==> config.mk <==
export PLATFORM = sky130hd
export DESIGN_NAME = bike_sensor_monitor
export DESIGN_NICKNAME = d
export VERILOG_FILES = /design/src/rtl/bike_sensor_monitor.sv
export SDC_FILE = /design/constraint.sdc
export NUM_CORES = 1
export LEC_CHECK = 0
export CAP_MARGIN = 15
export CORE_UTILIZATION = 65
export DETAILED_ROUTE_END_ITERATION = 10
export PLACE_DENSITY = 0.86
export SYNTH_ARGS = -nofsm -noshare
export SYNTH_HDL_FRONTEND = slang
export SYNTH_SLANG_ARGS = --single-unit
export TNS_END_PERCENT = 20
==> constraint.sdc <==
create_clock -name clk -period 6.9 [get_ports clk]
set_input_delay 2.07 -clock clk [delete_from_list [all_inputs] [get_ports clk]]
set_output_delay 2.07 -clock clk [all_outputs]
set_load 0.02 [all_outputs]
==> src/rtl/bike_sensor_monitor.sv <==
// bike_sensor_monitor
//   Synchronises and debounces N_CH contact inputs, drives one LED per channel
//   from the debounced level, emits one-cycle rising-edge pulses, and runs a
//   seat-absence alarm on channel ALARM_CH that drives the buzzer.
//
// Ports
//   clk           system clock, all state on rising edge
//   rst_n         asynchronous active-low reset
//   btn_in        raw asynchronous contact inputs, 1 = pressed/occupied
//   ack           synchronous alarm acknowledge (level)
//   BOARD_LEDs    debounced level per channel
//   rise_pulse    one-cycle pulse per accepted debounced 0->1 edge
//   alarm_active  high while the alarm FSM is in ALARM
//   BUZZER        buzzer drive
//
// Build option
//   BUZZER_PWM_EN  when defined, BUZZER is a square wave (half-period TONE_DIV)
//                  while in ALARM; otherwise BUZZER follows alarm_active.

module bike_sensor_monitor #(
  parameter int unsigned N_CH            = 5,
  parameter int unsigned DEBOUNCE_CYCLES = 250000,
  parameter int unsigned ALARM_CH        = 4,
  parameter int unsigned ALARM_TIMEOUT   = 50000000,
  parameter int unsigned TONE_DIV        = 12500
) (
  input  logic            clk,
  input  logic            rst_n,
  input  logic [N_CH-1:0] btn_in,
  input  logic            ack,
  output logic [N_CH-1:0] BOARD_LEDs,
  output logic [N_CH-1:0] rise_pulse,
  output logic            alarm_active,
  output logic            BUZZER
);

  localparam int unsigned DB_W = $clog2(DEBOUNCE_CYCLES + 1);
  localparam int unsigned TM_W = $clog2(ALARM_TIMEOUT + 1);
  localparam logic [DB_W-1:0] DB_LAST = DB_W'(DEBOUNCE_CYCLES - 1);
  localparam logic [TM_W-1:0] TM_LAST = TM_W'(ALARM_TIMEOUT - 1);

  // Reject illegal parameter combinations at elaboration time
  if (N_CH < 1 || DEBOUNCE_CYCLES < 1 || ALARM_CH >= N_CH ||
      ALARM_TIMEOUT < 1 || TONE_DIV < 1) begin : g_param_check
    $error("bike_sensor_monitor: illegal parameter value");
  end

  typedef enum logic [1:0] {
    S_IDLE  = 2'd0,
    S_ARMED = 2'd1,
    S_COUNT = 2'd2,
    S_ALARM = 2'd3
  } state_t;

  logic [N_CH-1:0] sync1_q, sync1_d;
  logic [N_CH-1:0] sync2_q, sync2_d;
  logic [N_CH-1:0] stable_q, stable_d;
  logic [N_CH-1:0] stable_dly_q, stable_dly_d;
  logic [N_CH-1:0] rise_q, rise_d;
  logic [DB_W-1:0] db_cnt_q [N_CH];
  logic [DB_W-1:0] db_cnt_d [N_CH];

  state_t          state_q, state_d;
  logic [TM_W-1:0] timer_q, timer_d;
  logic            alarm_q, alarm_d;
  logic            buzzer_q, buzzer_d;
  logic            seat;

  // Synchroniser, debounce counters and rising-edge detect
  always_comb begin
    sync1_d      = btn_in;
    sync2_d      = sync1_q;
    stable_d     = stable_q;
    stable_dly_d = stable_q;
    rise_d       = stable_q & ~stable_dly_q;
    for (int i = 0; i < int'(N_CH); i++) begin
      db_cnt_d[i] = '0;
      if (sync2_q[i] != stable_q[i]) begin
        // Accept on the DEBOUNCE_CYCLES-th consecutive differing sample
        if (db_cnt_q[i] == DB_LAST) begin
          stable_d[i] = sync2_q[i];
        end else begin
          db_cnt_d[i] = db_cnt_q[i] + DB_W'(1);
        end
      end
    end
  end

  // Seat-absence alarm next-state logic
  always_comb begin
    state_d = state_q;
    timer_d = timer_q;
    seat    = stable_q[ALARM_CH];
    unique case (state_q)
      S_IDLE: begin
        if (seat) state_d = S_ARMED;
      end
      S_ARMED: begin
        if (!seat) begin
          state_d = S_COUNT;
          timer_d = '0;
        end
      end
      S_COUNT: begin
        if (seat) begin
          state_d = S_ARMED;
        end else if (timer_q == TM_LAST) begin
          state_d = S_ALARM;
        end else begin
          timer_d = timer_q + TM_W'(1);
        end
      end
      S_ALARM: begin
        // Seat re-occupied takes priority over acknowledge
        if (seat) begin
          state_d = S_ARMED;
        end else if (ack) begin
          state_d = S_IDLE;
        end
      end
      default: state_d = S_IDLE;
    endcase
    alarm_d = (state_d == S_ALARM);
  end

`ifdef BUZZER_PWM_EN
  localparam int unsigned TN_W = $clog2(TONE_DIV + 1);
  localparam logic [TN_W-1:0] TN_LAST = TN_W'(TONE_DIV - 1);

  logic [TN_W-1:0] tone_cnt_q, tone_cnt_d;

  // Tone divider: held at zero outside ALARM so the tone starts low on entry
  always_comb begin
    tone_cnt_d = '0;
    buzzer_d   = 1'b0;
    if (state_q == S_ALARM && state_d == S_ALARM) begin
      if (tone_cnt_q == TN_LAST) begin
        tone_cnt_d = '0;
        buzzer_d   = ~buzzer_q;
      end else begin
        tone_cnt_d = tone_cnt_q + TN_W'(1);
        buzzer_d   = buzzer_q;
      end
    end
  end

  always_ff @(posedge clk or negedge rst_n) begin
    if (!rst_n) begin
      tone_cnt_q <= '0;
    end else begin
      tone_cnt_q <= tone_cnt_d;
    end
  end
`else
  // Plain buzzer follows the alarm state
  always_comb begin
    buzzer_d = alarm_d;
  end
`endif

  // State registers
  always_ff @(posedge clk or negedge rst_n) begin
    if (!rst_n) begin
      sync1_q      <= '0;
      sync2_q      <= '0;
      stable_q     <= '0;
      stable_dly_q <= '0;
      rise_q       <= '0;
      for (int i = 0; i < int'(N_CH); i++) begin
        db_cnt_q[i] <= '0;
      end
      state_q      <= S_IDLE;
      timer_q      <= '0;
      alarm_q      <= 1'b0;
      buzzer_q     <= 1'b0;
    end else begin
      sync1_q      <= sync1_d;
      sync2_q      <= sync2_d;
      stable_q     <= stable_d;
      stable_dly_q <= stable_dly_d;
      rise_q       <= rise_d;
      for (int i = 0; i < int'(N_CH); i++) begin
        db_cnt_q[i] <= db_cnt_d[i];
      end
      state_q      <= state_d;
      timer_q      <= timer_d;
      alarm_q      <= alarm_d;
      buzzer_q     <= buzzer_d;
    end
  end

  assign BOARD_LEDs   = stable_q;
  assign rise_pulse   = rise_q;
  assign alarm_active = alarm_q;
  assign BUZZER       = buzzer_q;

endmodule

==> key figures <==
Logic synthesis
  – Main synth FF type: dfrtp_1
  – Fraction of registers with async set/reset: 1.000
  – Post-synth top area cell: dfrtp_1
  – Cell with the most instances after synthesis: dfrtp_1
  – Syn Std Cell Area: 0.006689 mm2
  – Commonest cells in the netlist: dfrtp_1 (144), nor2_1 (127), xor2_1 (52), xnor2_1 (42), nand3_1 (39)
  – Yosys cell types: 48
  – Number of flops mapped to enable cells by yosys: 0
  – Warnings from Yosys: 0
  – Avg Cell Area, Syn: 10.12 um2
  – Syn_nets: 675
  – Register area share after synthesis: 0.5387
  – Synth top area share: 0.5387
  – Post-synthesis cell count: 661
  – Largest cells by area after synthesis: dfrtp_1 (54%), nor2_1 (7.1%), xor2_1 (6.8%)
  – Yosys reg bits: 144

Pwr
  – Cell Int Power: 1461 uW
  – Switching Power: 396.9 uW
  – Clock Power Share: 0.490
  – Net Sw Frac: 0.2136
  – Share of power burned in registers: 0.476
  – Logic pwr share: 0.034
  – Total power per unit cell area: 246.5 mW/mm2
  – Static leakage: 0.003295 uW
  – Worst vdd ir: 226.7 uV

Layout
  – Area growth syn-to-layout: 12.70%
  – Fill count: 635
  – N_diodes: 0
  – Layout cells sized above 1: 0.1001
  – Multi-input gate area: 0.002919 mm2
  – FF+latch area: 0.003603 mm2
  – Design Area, Final: 0.007538 mm2
  – Final #Nets: 691

Setup path
  – WS Path Type: reg2out
  – Highest-delay cell along the critical path: clkdlybuf4s50_1
  – Critical path fanouts, max: 12
  – Critical-path cell list: clkdlybuf4s50_1
  – Buf+Inv Stages, Crit Path: 1
  – Crit start category: flip-flop
  – Worst path max stage delay: 0.69 ns
  – Crit path capture type: primary output
  – CP arrival: 1.78 ns
  – Largest delay share family, worst path: buffers and inverters
  – Data required, critical path: 4.83 ns

GRT
  – Largest net degree at the start of global routing: 82
  – Global-route wire length before repair: 21980 um
  – Total track usage: 0.2750
  – Overflow after GRT: 0
  – Vias in the first global route: 4793
  – Initial antenna violation count: 0

Timing
  – Max-Slew Margin vs Limit: 0.4573
  – Setup Skew: 0.007255 ns
  – Endpoints failing setup: 0
  – Max-slew violation count: 0
  – Unrepaired setup endpoints after global routing: no
  – Slew @ Worst Pin: 0.8115 ns
  – Min cycle time layout: 3.853 ns
  – Final worst path period share: 0.5585
  – Max Clk Rate: 259.5 MHz
  – Setup TNS: 0 ns
  – Endpoints failing hold: 0

Clock network
  – CTS tree: built
  – Clk Latency, worst-skew pair: 0.52 ns
  – CTS Buffer Depth: 2
  – CTS clk-pin slew, worst paths: 0.06 ns
  – Cts bufs inserted: 17
  – CTS root buf: clkbuf_8
  – Post-CTS Hold Buffers: 0
  – H-tree depth: 4
  – CTS resizes: 0
  – Post-CTS Setup Inserts: 0
  – Sink Count: 144

Floorplan
  – Starting density of the core: 0.6781
  – Area of the die: 0.01070 mm2
  – Placeable core area: 0.009864 mm2
  – Die Ht: 103.4 um
  – Die Width: 103.4 um
  – I/O pin cnt: 20
  – Num rows: 36

Detailed routing
  – Antenna-violating nets left: 0
  – DRT Wirelength: 13140 um
  – DRT Pass-1 Iters: 4
  – WL/cell: 15.99 um
  – DR iter-0 viols: 221
  – DR vias: 4766
  – Number of vias per cell: 5.798
  – DRC Markers: 0

Placement
  – Area after DPL: 0.006944 mm2
  – I/O Buffers: 19
  – HPWL Detailed: 8358 um
  – Final Wtd Congestion: 0.8373

Worst hold path
  – Min-delay worst type: reg2reg

Outcome
  – Status: completed

Run
  – Max-cap violations: 0
sequential cells by signal (all words and copies together), names as in the netlist:
signal	flops
stable_dly_q	5
state_q	2
timer_q	26
rise_pulse	5
sync1_q	5
BOARD_LEDs	5
db_cnt_q	90
sync2_q	5
BUZZER	1
metal layers:
metal	global-route usage	up-vias	routed length, um
met2	0.4809	95	6838
met1	0.3375	2372	5700
met5	0	-	0
met3	0.06250	13	474
li1	-	2286	-
met4	0.09426	0	128
area by class of cell:
class                           count  area share
Clock buffer                       21     0.06091
Sequential cell                   144      0.4780
Tap cell                          133     0.02207
Inverter                           15    0.007469
Timing Repair Buffer               20     0.02639
Clock inverter                     10     0.01793
Multi-Input combinational cell    479      0.3872
power by group through the flow:
| stage | Clock, uW | Sequential [uW] | Combinational (uW) |
|---|---|---|---|
| after floorplan | 0 | 893 | 35.1 |
| after global placement | 0 | 896 | 58.9 |
| after detailed placement | 0 | 898 | 63.1 |
| after CTS | 922 | 884 | 65.0 |
| after global routing | 953 | 887 | 73.1 |
| final | 910 | 885 | 63.2 |
worst reg2reg max path: stages, from the launching register on:
cell and delay, ns:
dfrtp_1 0.43, or4b_1 0.52, or4_4 0.53, nor3_4 0.69, or3_2 0.24, a21oi_1 0.07
stage by stage:
step | power [uW] | cells | setup slack (ns) | hold slack [ns] | utilization
6_report | 1858 | 822 | 3.047 | 0.3517 | 0.7642
5_1_grt | 1913 | 822 | 2.956 | 0.3543 | 0.7642
4_1_cts | 1871 | 822 | 3.029 | 0.3540 | 0.7642
2_1_floorplan | 928.0 | 661 | 4.217 | 0.3312 | -
3_3_place_gp | 955.0 | 791 | 3.470 | 0.3374 | 0.7040
3_5_place_dp | 961.4 | 791 | 3.429 | 0.3417 | 0.7040
final timing paths:
path / startpoint / endpoint / slack (ns) / cells past startpoint
setup / recovery: BOARD_LEDs[4] / BOARD_LEDs[4] / 3.05 / 1
hold / removal: sync1_q[2] / sync2_q[2] / 0.35 / 0
setup reg to reg: timer_q[8] / timer_q[3] / 4.27 / 5
hold reg to reg: sync1_q[2] / sync2_q[2] / 0.35 / 0
max in group asynchronous: rst_n / db_cnt_q[9] / 4.04 / 2
min in group asynchronous: rst_n / db_cnt_q[28] / 1.59 / 1
layout by cell type (no fill, tap or decap), types with 8 or more instances in the layout:
cell             count
a21oi_2             10
and3_1              20
clkbuf_16           16
clkdlybuf4s50_1     18
dfrtp_1            144
inv_1               15
nand2_1             37
nand3_1             39
nand4_1             36
nor2_1             127
nor2b_1              8
nor3_1               8
nor4_1              11
o21ai_1             13
or3_1               10
xnor2_1             42
xor2_1              52
cell families (layout without fill, tap and decap cells):
group / after synthesis / after routing / share of synthesized area
DFF: 144 / 144 / 0.5387
buffers and inverters: 38 / 66 / 0.02488
muxes: 6 / 6 / 0.01066
AOI/OAI and AO/OA: 35 / 35 / 0.03386
xor gates and xnor gates: 94 / 94 / 0.1231
and+or+nand+nor: 338 / 338 / 0.2576
adders and majority gates: 6 / 6 / 0.01122
Power figures use the tool's default switching activity.
==> RTL edit: new RTL, same settings <==
Add a define of `BUZZER_PWM_EN`.
--- a/src/rtl/bike_sensor_monitor.sv
+++ b/src/rtl/bike_sensor_monitor.sv
@@ -19,2 +19,4 @@
 
+`define BUZZER_PWM_EN
+
 module bike_sensor_monitor #(
Behaviour: same outputs for any inputs over 10 cycles, from zero or initial values and one cycle with rst_n low; that may be too few to reach the edited logic, so the function may still have changed.
==> RTL edit against the original RTL <==
Critical endpoint unchanged; total power increased by 10%; final area rose by 10%; register-to-register slack gained 350 ps; combinational power is 48% higher; sequential cell count grew 15; setup slack worse by 23 ps; die area grew 10%; worst hold slack improved by 1.9 ps; via count up 11%; routed wire length up 8.0%; synthesized area grew 10%.
==> RTL edit: results (changes against the original RTL) <==
worst_setup_path:
  r2r-start: "db_cnt_q[0]"
  cp.arrival_ps: 1810  # +30 ps
  critPathMaxFanout: 17  # +5
  cpPeakStageDelay_ps: 710  # +20 ps
placed_design:
  routabilityCongestion: 0.823  # -1.8%
  hpwlAfterDp_mm: 8.89  # +6.3%
  pre_cts_ws_ps: 3440  # +8.60 ps
  dp_cells: 866  # +9.5%
logic_synthesis:
  syn_avg_cell_area_um2: 10.2  # +1.2%
  synthesis.nets: 736  # +9.0%
  synth.distinct_cells: 45  # -6.3%
  synth_commonest_cells: "dfrtp_1, nor2_1, xor2_1"
  synthTopCellsByArea: "dfrtp_1, xor2_1, nor2_1, xnor2_1, nand3_1"
power_and_ir_drop:
  p_leak_nw: 3.64  # +11%
  vdd_drop_max_v: 0.000194  # -14%
route:
  drt_first_iter_violations: 289  # +31%
  vias: 5310  # +11%
  drtPass1Iterations: 5  # +1
  via_per_inst: 5.91  # +2.0%
  routed_wl_mm: 14.2  # +8.0%
sta:
  relSlewSlack: 0.312  # -0.145
  fin_ws_ps: 3020  # -22.6 ps
  whs_ps: 354  # +1.90 ps
run_status:
  status: "completed"
final_layout:
  n_fill_cell: 701  # +10%
  reg_top3: "db_cnt_q: 90 flops, timer_q: 26 flops, tone_cnt_q: 14 flops"
  fin_nets: 760  # +10%
  fin_util: 0.759  # -0.00482
  drive_gt1_frac: 0.0699  # -0.0302
clock_network:
  clockRootBuffer: "clkbuf_16"
global_route:
  grt_pass1_wl_mm: 24.9  # +13%
## RTL edit: changes by cell type after synthesis, moves of 7 or more
cell      change
a21oi_2      -10
nand4_1       -7
xor2_1       +22
nand3_1       +8
o21ai_1      -11
xnor2_1       -7
dfrtp_1      +15
buf_2        +10
nor4b_1       +8
and4_1        +7
clkbuf_1     -12
nand2_1      +12
nor2_1       +16
## RTL edit: cells by family (layout without fill, tap and decap cells)
family | after synthesis | in the layout | synth area share
xor+xnor | 109 | 109 | 0.129
mux | 5 | 5 | 0.00763
simple gates | 380 | 380 | 0.265
compound gates | 33 | 33 | 0.0312
buf+inv | 28 | 65 | 0.0161
fa+ha+maj | 7 | 7 | 0.0119
flops | 159 | 159 | 0.539
## RTL edit: layout make-up
| cell class | instances | area share |
|---|---|---|
| repair buffers | 21 | 0.0249 |
| clock inverters | 13 | 0.0196 |
| well taps | 140 | 0.0211 |
| inverters | 12 | 0.00542 |
| clock buffers | 19 | 0.0545 |
| flip-flops and latches | 159 | 0.479 |
| multi-input cells | 534 | 0.395 |
## RTL edit: routing by layer
metal	share of wire	track usage	up-vias
met5	0	0	-
met4	0.021	0.124	0
met3	0.035	0.0747	33
met2	0.51	0.461	119
met1	0.43	0.329	2643
li1	-	-	2515
## RTL edit: worst min path at each step
stage / from / depth (start not counted) / end
after floorplan: sync1_q[0] / 0 / sync2_q[0]
after global placement: sync1_q[1] / 0 / sync2_q[1]
after detailed placement: sync1_q[4] / 0 / sync2_q[4]
after CTS: sync1_q[4] / 0 / sync2_q[4]
after global routing: sync1_q[1] / 0 / sync2_q[1]
final: sync1_q[4] / 0 / sync2_q[4]
## RTL edit: where the power goes
part           total [mW]  internal, mW  switching, mW
Sequential          0.992         0.960         0.0315
Combinational      0.0934        0.0351         0.0583
Clock               0.961         0.587          0.373
Total                2.05          1.58          0.463
